===== config.mk =====
export PLATFORM = sky130hd
export DESIGN_NAME = instr_sequencer
export DESIGN_NICKNAME = d
export VERILOG_FILES = /design/src/rtl/instr_sequencer.sv
export SDC_FILE = /design/constraint.sdc
export NUM_CORES = 1
export LEC_CHECK = 0
export CORE_UTILIZATION = 55
export DETAILED_ROUTE_END_ITERATION = 7
export GPL_TIMING_DRIVEN = 0
export HOLD_SLACK_MARGIN = 0.15
export MAX_ROUTING_LAYER = met4
export PLACE_DENSITY = 0.87
export SLEW_MARGIN = 20
export SYNTH_ARGS = -nofsm -noshare
export SYNTH_HDL_FRONTEND = slang
export SYNTH_SLANG_ARGS = --single-unit

===== constraint.sdc =====
create_clock -name clock -period 4.9 [get_ports clock]
set_input_delay 0.98 -clock clock [delete_from_list [all_inputs] [get_ports clock]]
set_output_delay 0.98 -clock clock [all_outputs]
set_load 0.01 [all_outputs]

===== src/rtl/instr_sequencer.sv =====
// Issue controller for the DECODER/ALU pair: buffers instructions in a small FIFO,
// decodes one at a time, runs the ALU with a timeout and writes back into R0/R1.
module instr_sequencer #(
  parameter int FIFO_DEPTH  = 4,
  parameter int ALU_TIMEOUT = 16
) (
  input  logic       clock,
  input  logic       reset,
  input  logic       ena,
  input  logic       in_valid,
  input  logic [7:0] in_instr,
  output logic       in_ready,
  output logic       dec_ena,
  output logic [7:0] dec_instr,
  input  logic       dec_alu_enable,
  input  logic       dec_write_enable,
  input  logic       dec_reg_sel,
  output logic       alu_start,
  output logic [7:0] alu_a,
  input  logic       alu_done,
  input  logic [7:0] alu_result,
  output logic [7:0] r0,
  output logic [7:0] r1,
  output logic       flag_zero,
  output logic       busy,
  output logic       err,
  output logic [7:0] retired
);

  localparam int PTR_W   = $clog2(FIFO_DEPTH);
  localparam int CNT_W   = PTR_W + 1;
  localparam int TIMER_W = $clog2(ALU_TIMEOUT);

  typedef enum logic [1:0] {IDLE, DEC, CHK, EXEC} state_t;

  state_t             state, state_next;
  logic [7:0]         mem [FIFO_DEPTH];
  logic [PTR_W-1:0]   wr_ptr, rd_ptr;
  logic [CNT_W-1:0]   count;
  logic [7:0]         ir;
  logic               wr_q, sel_q;
  logic [TIMER_W-1:0] timer;
  logic               push, pop, timeout;

  assign in_ready  = !reset && (count != CNT_W'(FIFO_DEPTH));
  assign push      = in_valid && in_ready;
  assign pop       = (state == IDLE) && ena && (count != '0);
  assign timeout   = (timer == TIMER_W'(ALU_TIMEOUT - 1));

  assign dec_ena   = (state == DEC);
  assign dec_instr = (state == IDLE) ? 8'h00 : ir;
  assign alu_start = (state == CHK) && dec_alu_enable;
  assign busy      = (state != IDLE);

  // NOTE: storage is not reset; count gates every read, so stale entries are never observed.
  always_ff @(posedge clock) begin
    if (push) mem[wr_ptr] <= in_instr;
  end

  // NOTE: every register here uses <= so all updates see the pre-edge values.
  always_ff @(posedge clock) begin
    if (reset) begin
      wr_ptr <= '0;
      rd_ptr <= '0;
      count  <= '0;
    end else begin
      if (push) wr_ptr <= wr_ptr + 1'b1;
      if (pop)  rd_ptr <= rd_ptr + 1'b1;
      case ({push, pop})
        2'b10:   count <= count + 1'b1;
        2'b01:   count <= count - 1'b1;
        default: ;
      endcase
    end
  end

  // NOTE: defaults are assigned first so no path through the case infers a latch.
  always_comb begin
    state_next = state;
    case (state)
      IDLE:    if (pop) state_next = DEC;
      DEC:     state_next = CHK;
      CHK:     state_next = dec_alu_enable ? EXEC : IDLE;
      EXEC:    if (alu_done || timeout) state_next = IDLE;
      default: state_next = IDLE;
    endcase
  end

  // The operand is driven straight from the decoder in CHK, then from the latched select.
  always_comb begin
    alu_a = 8'h00;
    if (alu_start)          alu_a = dec_reg_sel ? r1 : r0;
    else if (state == EXEC) alu_a = sel_q ? r1 : r0;
  end

  always_ff @(posedge clock) begin
    if (reset) begin
      state     <= IDLE;
      ir        <= 8'h00;
      wr_q      <= 1'b0;
      sel_q     <= 1'b0;
      timer     <= '0;
      r0        <= 8'h00;
      r1        <= 8'h00;
      flag_zero <= 1'b0;
      err       <= 1'b0;
      retired   <= 8'h00;
    end else begin
      state <= state_next;
      if (pop) ir <= mem[rd_ptr];
      if (alu_start) begin
        wr_q  <= dec_write_enable;
        sel_q <= dec_reg_sel;
        timer <= '0;
      end
      if (state == EXEC) begin
        timer <= timer + 1'b1;
        // Completion takes priority over a timeout landing on the same cycle.
        if (alu_done) begin
          if (wr_q) begin
            if (sel_q) r1 <= alu_result;
            else       r0 <= alu_result;
          end
          flag_zero <= (alu_result == 8'h00);
          retired   <= retired + 8'd1;
        end else if (timeout) begin
          err <= 1'b1;
        end
      end
    end
  end

endmodule


* Word level (Yosys, flattened, before mapping)
Memory sizes are Yosys's and may differ from the RTL's. A register that Yosys moved wholly into a read port is not among the register bits.
Cells that the tools add are included.
** Operators by class
- Add/sub/neg operators :: 6
- Eq/ne operators :: 9
- Multiplexer cells :: 14
- Bitwise logic cells :: 2
- Reduce and logical (&&, ||, !) cells :: 18
** Operators with widths (number)
- 2-to-1 mux 8 bit :: 5
- adder 8 x 1 -> 8 bit, second input constant :: 1
- logical NOT 8 bit :: 1
- 2-to-1 mux 4 bit :: 2
- one-hot mux 2 bit (4 select lines) :: 1
- AND reduction 4 bit :: 2
- == test 2 bit, second input constant :: 3
- 2-to-1 mux 2 bit :: 3
- one-hot mux 3 bit (2 select lines) :: 1
- nonzero test 2 bit :: 3
- logical AND 1 bit :: 5
- adder 2 x 1 -> 2 bit, second input constant :: 2
- adder 4 x 1 -> 4 bit, second input constant :: 1
- == test 2 x 1 -> 1 bit, second input constant :: 2
- == test 4 bit, second input constant :: 1
- inequality test 2 bit, second input constant :: 2
- AND reduction 2 bit :: 2
- adder 3 x 1 -> 3 bit, second input constant :: 1
- inequality test 3 bit, second input constant :: 1
- AND reduction 3 bit :: 1
- nonzero test 3 bit :: 1
- subtractor 3 x 1 -> 3 bit, second input constant :: 1
- logical NOT 2 bit :: 1
- 2-to-1 mux 1 bit :: 2
- other kinds (3) :: 4
** Storage, ports and cells
- Flip-flop bits (word level) :: 41
- Bits in writable memories :: 32
- Input port bits :: 24
- Output and inout bits :: 46
- Word-level logic and storage cells :: 62
- Memories :: 1
** Memory list
- mem :: depth 4, width 8, rd ports 1, clocked after memory_dff 1, wr ports 1, line 37 : logic [7:0] mem [FIFO_DEPTH];

* Logic depth before layout (Yosys ltp)
Gate-level depths: netlist (run 1).
- Word-level depth :: 5
- Gate-level depth with buffers :: 10
- Depth with buffers taken out :: 9

* Worst setup path after synthesis (run 1)
No wires, ideal clock.
- Path kind :: in2reg
- Start point :: input ena
- End point :: register count[2]
- Library setup time :: 0.070 ns
- Data arrival time :: 2.727 ns
- Data required time :: 4.830 ns
- Path slack :: 2.103 ns
- Stages :: 9
- Path buffers :: 1
- Cell sequence :: or3b_1 -> clkbuf_2 -> nor2_2 -> ha_1 -> inv_1 -> fa_1 -> xor2_1 -> or3_1 -> a21oi_1
** On the way
- Longest elaborated chain between the ends :: 4
- Elaborated cells on any way between the ends :: 6
- Classes of those cells :: eq/ne (2); mux (1); reduce/logical (3)
** Ends and longest elaborated chain
- start: declaration :: line 9 : input logic ena,
- logical AND 1 bit * (2 in series) :: line 47 : assign pop = (state == IDLE) && ena && (count != '0);
- via pop :: line 43 : logic push, pop, timeout;
- == test 2 x 1 -> 1 bit or == test 2 bit (tied branches) :: line 69 : case ({push, pop})
- one-hot mux 3 bit (2 select lines) or nonzero test 2 bit (tied branches)
- end signal: assignment :: line 70 : 2'b10: count <= count + 1'b1;
- end signal: assignment :: line 71 : 2'b01: count <= count - 1'b1;
- end: declaration :: line 39 : logic [CNT_W-1:0] count;
The timed path passes the listed nets; every way through them passes the cells marked *.
A chain may end at the register's enable or synchronous reset.

* Worst setup path after layout (run 1)
- Start point :: input dec_alu_enable
- End point :: output alu_a[6]
** On the way
- Longest elaborated chain between the ends :: 2
** Ends and longest elaborated chain
- start: declaration :: line 15 : input logic dec_alu_enable,
- logical AND 1 bit :: line 52 : assign alu_start = (state == CHK) && dec_alu_enable;
- 2-to-1 mux 8 bit :: line 92 : if (alu_start) alu_a = dec_reg_sel ? r1 : r0;
- end: declaration :: line 19 : output logic [7:0] alu_a,
No other way between the ends.

==> results of run 1 <==
## cell type report
| cell class | instances | area, um^2 | area share [%] |
|---|---|---|---|
| inverters | 11 | 41.3 | 0.910 |
| clock inverters | 7 | 87.6 | 1.93 |
| clock buffers | 9 | 124 | 2.73 |
| flip-flops and latches | 81 | 1940 | 42.8 |
| multi-input cells | 213 | 1470 | 32.3 |
| well taps | 75 | 93.8 | 2.07 |
| plain buffers | 21 | 113 | 2.48 |
| repair buffers | 67 | 671 | 14.8 |
## tightest hold or removal path, delay by kind of cell (launching register included)
family,cells,cell delay [ns]
AOI/OAI and AO/OA,2,0.12
DFF,1,0.31
## cell usage in the layout, fill, tap and decap left out, types with 4 or more instances in the layout
cell type        count
buf_2                6
clkbuf_8             9
nand3_1             28
ha_1                 7
clkdlybuf4s50_1     67
clkbuf_1             7
mux4_2               8
nor2_1              16
xor2_1               4
nor2b_1             12
inv_1               11
nand2_1              8
or3_1                8
dfxtp_1             49
o21ai_0             31
and2_1               6
mux2i_1              5
a21oi_1             35
a22o_1               8
edfxtp_1            32
## metrics by stage
stage | utilization (%) | power, uW | hold WS [ns] | std cells | instance area [um^2]
6_report | 74.4 | 1780 | 0.480 | 484 | 4540
3_5_place_dp | 71.0 | 1270 | 0.463 | 468 | 4330
3_3_place_gp | 71.0 | 1250 | 0.454 | 468 | 4330
4_1_cts | 74.4 | 1780 | 0.475 | 484 | 4540
2_1_floorplan | - | 1120 | 0.449 | 326 | 3560
5_1_grt | 74.4 | 1860 | 0.500 | 484 | 4540
## power groups by stage
stage	sequential [uW]	combinational (uW)	clock, uW
finish	792	472	513
global route	799	516	545
CTS	791	469	516
detailed placement	806	460	0
global placement	802	445	0
floorplan	795	328	0
## layer usage
metal  vias up  part of all wire [%]  track usage, %
li1       1353                     -               -
met1      1375                    41            29.1
met2       123                    51            46.0
met3        17                   6.1            7.36
met4         0                   2.0            9.82
met5         -                     0               -
## registers in the layout, summed over array words and instances (netlist names)
register	count
retired	8
wr_q	1
count	3
rd_ptr	2
sel_q	1
r0	8
ir	8
state	2
timer	4
wr_ptr	2
mem	32
flag_zero	1
err	1
r1	8
## worst paths after layout
check	end	slack [ns]	cells after the start
worst max-delay path	alu_a[6]	1.01	5
worst min-delay path	ir[3]	0.48	2
worst max register to register	count[2]	2.35	10
worst min register to register	ir[3]	0.48	2
## kinds of logic (layout without fill, tap and decap cells)
group / count (synthesis) / after routing / share of synthesized area, %
AOI/OAI and AO/OA: 85 / 85 / 13.7
xor gates and xnor gates: 4 / 4 / 0.984
adders and majority gates: 8 / 8 / 3.02
buffers and inverters: 32 / 115 / 4.32
DFF: 81 / 81 / 54.5
muxes: 15 / 15 / 7.10
and+or+nand+nor: 101 / 101 / 16.3
==> results.json, run 1 <==
{
  "drv_cap": 0,
  "coreArea_um2": 6100,
  "grt_pass1_wl_um": 12800,
  "totalWireLength_um": 8020,
  "grt_start_max_net_pins": 17,
  "clkLatencyLatePin_ns": 0.35,
  "critPathMostFrequentCell": "clkdlybuf4s50_1",
  "root_buffer": "clkbuf_8",
  "ys_ff_latch": 81,
  "die-height_um": 82.5,
  "place_ws_ns": 1.01,
  "start_util_pct": 58.4,
  "critPathTopFamily": "buffers and inverters",
  "cp.buffers_inverters": 2,
  "final_nets": 436,
  "cts_buffer_depth": 2,
  "drt_iter0_drc": 144,
  "grt_use_total_pct": 26.6,
  "layout-drive-gt1-share_pct": 10.8,
  "path_class": "input port to output port",
  "vias": 2868,
  "internal_power_uw": 1200,
  "power.density_nw_per_um2": 392,
  "num_rows": 28,
  "crit_chain": "clkdlybuf4s50_1 -> nor3b_1 -> o21a_1 -> a22o_1 -> clkdlybuf4s50_1",
  "synth_common_cells": "49 x dfxtp_1, 35 x a21oi_1, 32 x edfxtp_1, 31 x o21ai_0, 28 x nand3_1",
  "clk_pin_slew_ns": 0.09,
  "grt_pass1_vias": 2731,
  "crit_path_start": "dec_alu_enable",
  "finalSetupViolations": 0,
  "ctsResizeCount": 0,
  "hpwl_um": 5570,
  "period_needed_ns": 3.89,
  "area_growth_pct": 27.4,
  "r2r-start": "state[1]",
  "dieArea_um2": 6800,
  "setup_ws_ns": 1.01,
  "yosys.cell_types.count": 48,
  "synth_area_leader_cell": "dfxtp_1",
  "grt_overflow": 0,
  "first_pass_iters": 5,
  "yosys_warnings": 0,
  "clkPwrFrac_pct": 28.8,
  "ant_nets": 0,
  "max_freq_ghz": 0.257,
  "cpPeakStageDelay_ns": 0.59,
  "synthCells": 326,
  "end_kind": "output port",
  "period_share_pct": 79.4,
  "tns_ns": 0,
  "pin_count": 70,
  "diodes": 0,
  "synth_edf_count": 32,
  "drc_errors": 0,
  "async_flop_share_pct": 0,
  "synth_top_area_share_pct": 27.5,
  "min_from": "ir[3]",
  "cts_buffers": 9,
  "seq_area_frac_synth_pct": 54.5,
  "wl_per_cell_um": 16.6,
  "p_leak_uw": 0.00157,
  "yosysMostFrequentCell": "dfxtp_1",
  "status": "finished clean",
  "postCtsHoldBufs": 0,
  "p_sw_share_pct": 32.4,
  "p_switching_uw": 577,
  "port_buffers": 67,
  "die_w_um": 82.5,
  "worst_setup_path_start_kind": "input port",
  "viasPerCell": 5.93,
  "peakVddDrop_mv": 0.242,
  "tritoncts": "yes",
  "crit_slowest_cell": "clkdlybuf4s50_1",
  "slew_headroom_pct": 57.0,
  "syn_avg_cell_area_um2": 10.9,
  "cts_sinks": 81,
  "synth_area_um2": 3560,
  "synth_area_leaders": "dfxtp_1 28%, edfxtp_1 27%, mux4_2 5.1%, a21oi_1 4.9%, o21ai_0 4.4%",
  "cp_max_fo": 8,
  "htree_num_levels": 3,
  "final.setup_skew_ns": 0.00631,
  "cts_setup_buffers": 0,
  "pwr-share-comb_pct": 26.6,
  "tightest_slew_ns": 0.642,
  "arrival_ns": 2.91,
  "rsz0062_at_grt": "false",
  "pwr-share-seq_pct": 44.6,
  "hold_viol_final": 0,
  "final_max_slew_viol_count": 0,
  "nFillCells": 442,
  "routabilityCongestion": 0.837,
  "hold_class": "register to register",
  "ys.flop_type": "dfxtp_1",
  "antenna_found_initial": 0,
  "cp.required_ns": 3.92,
  "synth_nets": 358
}
Power figures use the tool's default switching activity.
==> run 2, diff against run 1 <==
- CORE_UTILIZATION: 55 -> 51
- PLACE_DENSITY: 0.87 -> 0.82
- clock period: 4.9 -> 3.6 ns (I/O delays scaled with it)
==> results.json, run 2 (synthesis results as in run 1) <==
{
  "grt_pass1_wl_um": 12800,
  "p_leak_uw": 0.00158,
  "worst_setup_path_start_kind": "input port",
  "cp.required_ns": 2.88,
  "worst-path-stages": 5,
  "root_buffer": "clkbuf_8",
  "r2r_cells": 10,
  "clkLatencyLatePin_ns": 0.36,
  "area_growth_pct": 28.1,
  "period_share_pct": 93.0,
  "period_needed_ns": 3.35,
  "num_rows": 30,
  "grt_use_total_pct": 23.4,
  "first_pass_iters": 4,
  "max_freq_ghz": 0.299,
  "hpwl_um": 5560,
  "clk_pin_slew_ns": 0.09,
  "layout-drive-gt1-share_pct": 10.8,
  "port_buffers": 67,
  "multiInputGateArea_um2": 1470,
  "antenna_found_initial": 0,
  "grt-busiest-layer": "met2",
  "drt_iter0_drc": 179,
  "largest_reg_flops": 32,
  "min_path_cells": 2,
  "layout_common_cells": "67 x clkdlybuf4s50_1, 49 x dfxtp_1, 35 x a21oi_1",
  "final.setup_skew_ns": 0.0120,
  "vias": 2848,
  "hold_viol_final": 0,
  "cpPeakStageDelay_ns": 0.59,
  "finalSetupViolations": 0,
  "tritoncts": "yes",
  "arrival_ns": 2.63,
  "tns_ns": 0,
  "cts_sinks": 81,
  "cts_buffer_depth": 2,
  "critPathMostFrequentCell": "clkdlybuf4s50_1",
  "die-height_um": 85.6,
  "totalWireLength_um": 7800,
  "cts_buffers": 9,
  "cts_setup_buffers": 0,
  "end_kind": "output port",
  "grt_overflow": 0,
  "nFillCells": 528,
  "use_met3_pct": 4.52,
  "slew_headroom_pct": 58.4,
  "largest_register": "mem",
  "pin_count": 70,
  "hold_class": "register to register",
  "cp.buffers_inverters": 2,
  "wl_per_cell_um": 15.9,
  "tightest_slew_ns": 0.622,
  "die_w_um": 85.6,
  "final_common_cell": "clkdlybuf4s50_1",
  "crit_slowest_cell": "clkdlybuf4s50_1",
  "final_nets": 436,
  "drc_errors": 0,
  "grt_start_max_net_pins": 17,
  "ctsResizeCount": 0,
  "final_max_slew_viol_count": 0,
  "status": "finished clean",
  "grt_pass1_vias": 2700,
  "path_class": "input port to output port",
  "ant_nets": 0,
  "r2r_slack_ns": 1.11,
  "cp_max_fo": 8,
  "peakVddDrop_mv": 0.356,
  "diodes": 0,
  "drv_cap": 0,
  "dieArea_um2": 7320,
  "start_util_pct": 52.7,
  "routabilityCongestion": 0.905,
  "total_power_uw": 2480,
  "power.density_nw_per_um2": 544,
  "use_met2_pct": 38.4,
  "critPathTopFamily": "buffers and inverters",
  "crit_chain": "clkdlybuf4s50_1 -> nor3b_1 -> o21a_1 -> a22o_1 -> clkdlybuf4s50_1",
  "grt_use_met1_pct": 28.4,
  "coreArea_um2": 6760,
  "rsz0062_at_grt": "false",
  "viasPerCell": 5.82,
  "htree_num_levels": 3,
  "postCtsHoldBufs": 0,
  "final-seq-area_um2": 1940
}
==> run 2: cell types whose count changed in the layout (fill, tap and decap cells not counted) <==
cell and delta:
clkinv_4 -3, bufinv_16 +1, inv_6 +1, clkinvlp_4 +1
==> run 2: power by group <==
| group | internal [uW] | leakage, uW | total (uW) | switching [uW] |
|---|---|---|---|---|
| combinational | 271 | 0.000779 | 637 | 365 |
| clock | 405 | 0.000114 | 770 | 365 |
| sequential | 1030 | 0.000687 | 1070 | 46.2 |
==> run 2: metal layers <==
| layer | wire length [um] | up-vias |
|---|---|---|
| met3 | 401 | 11 |
| met1 | 3440 | 1383 |
| met5 | 0 | - |
| li1 | - | 1359 |
| met4 | 108 | 0 |
| met2 | 3850 | 95 |
==> run 2: layout make-up <==
| class | count | share of cell area (%) |
|---|---|---|
| Buffer | 21 | 2.47 |
| Clock buffer | 9 | 2.71 |
| Clock inverter | 7 | 2.36 |
| Inverter | 11 | 0.905 |
| Multi-Input combinational cell | 213 | 32.1 |
| Sequential cell | 81 | 42.6 |
| Tap cell | 80 | 2.19 |
| Timing Repair Buffer | 67 | 14.7 |
==> run 2: tightest hold or removal path: stages, from the launching register on <==
cell and delay (ns):
dfxtp_1 0.32, nand2_1 0.05, a21oi_1 0.06
==> run 2: worst paths after layout <==
kind / start / to
worst min-delay path: flag_zero / flag_zero
worst min register to register: flag_zero / flag_zero
worst max-delay path: dec_alu_enable / alu_a[1]
worst max register to register: state[1] / count[2]
==> run 2: metrics by stage <==
step,instance area (um^2),worst slack [ns],hold slack (ns),instances,utilization [%]
after floorplan,3560,1.06,0.449,326,-
after global placement,4330,0.293,0.451,473,64.1
after detailed placement,4330,0.275,0.454,473,64.1
after CTS,4560,0.253,0.468,489,67.5
after global routing,4560,0.158,0.492,489,67.5
final,4560,0.252,0.474,489,67.5
==> run 3, diff against run 2 <==
- CAP_MARGIN: default -> 0
- CTS_CLUSTER_DIAMETER: default -> 60
==> results of run 3 <==
Same layout as run 2: the final DEF is identical, and so are final timing and power.
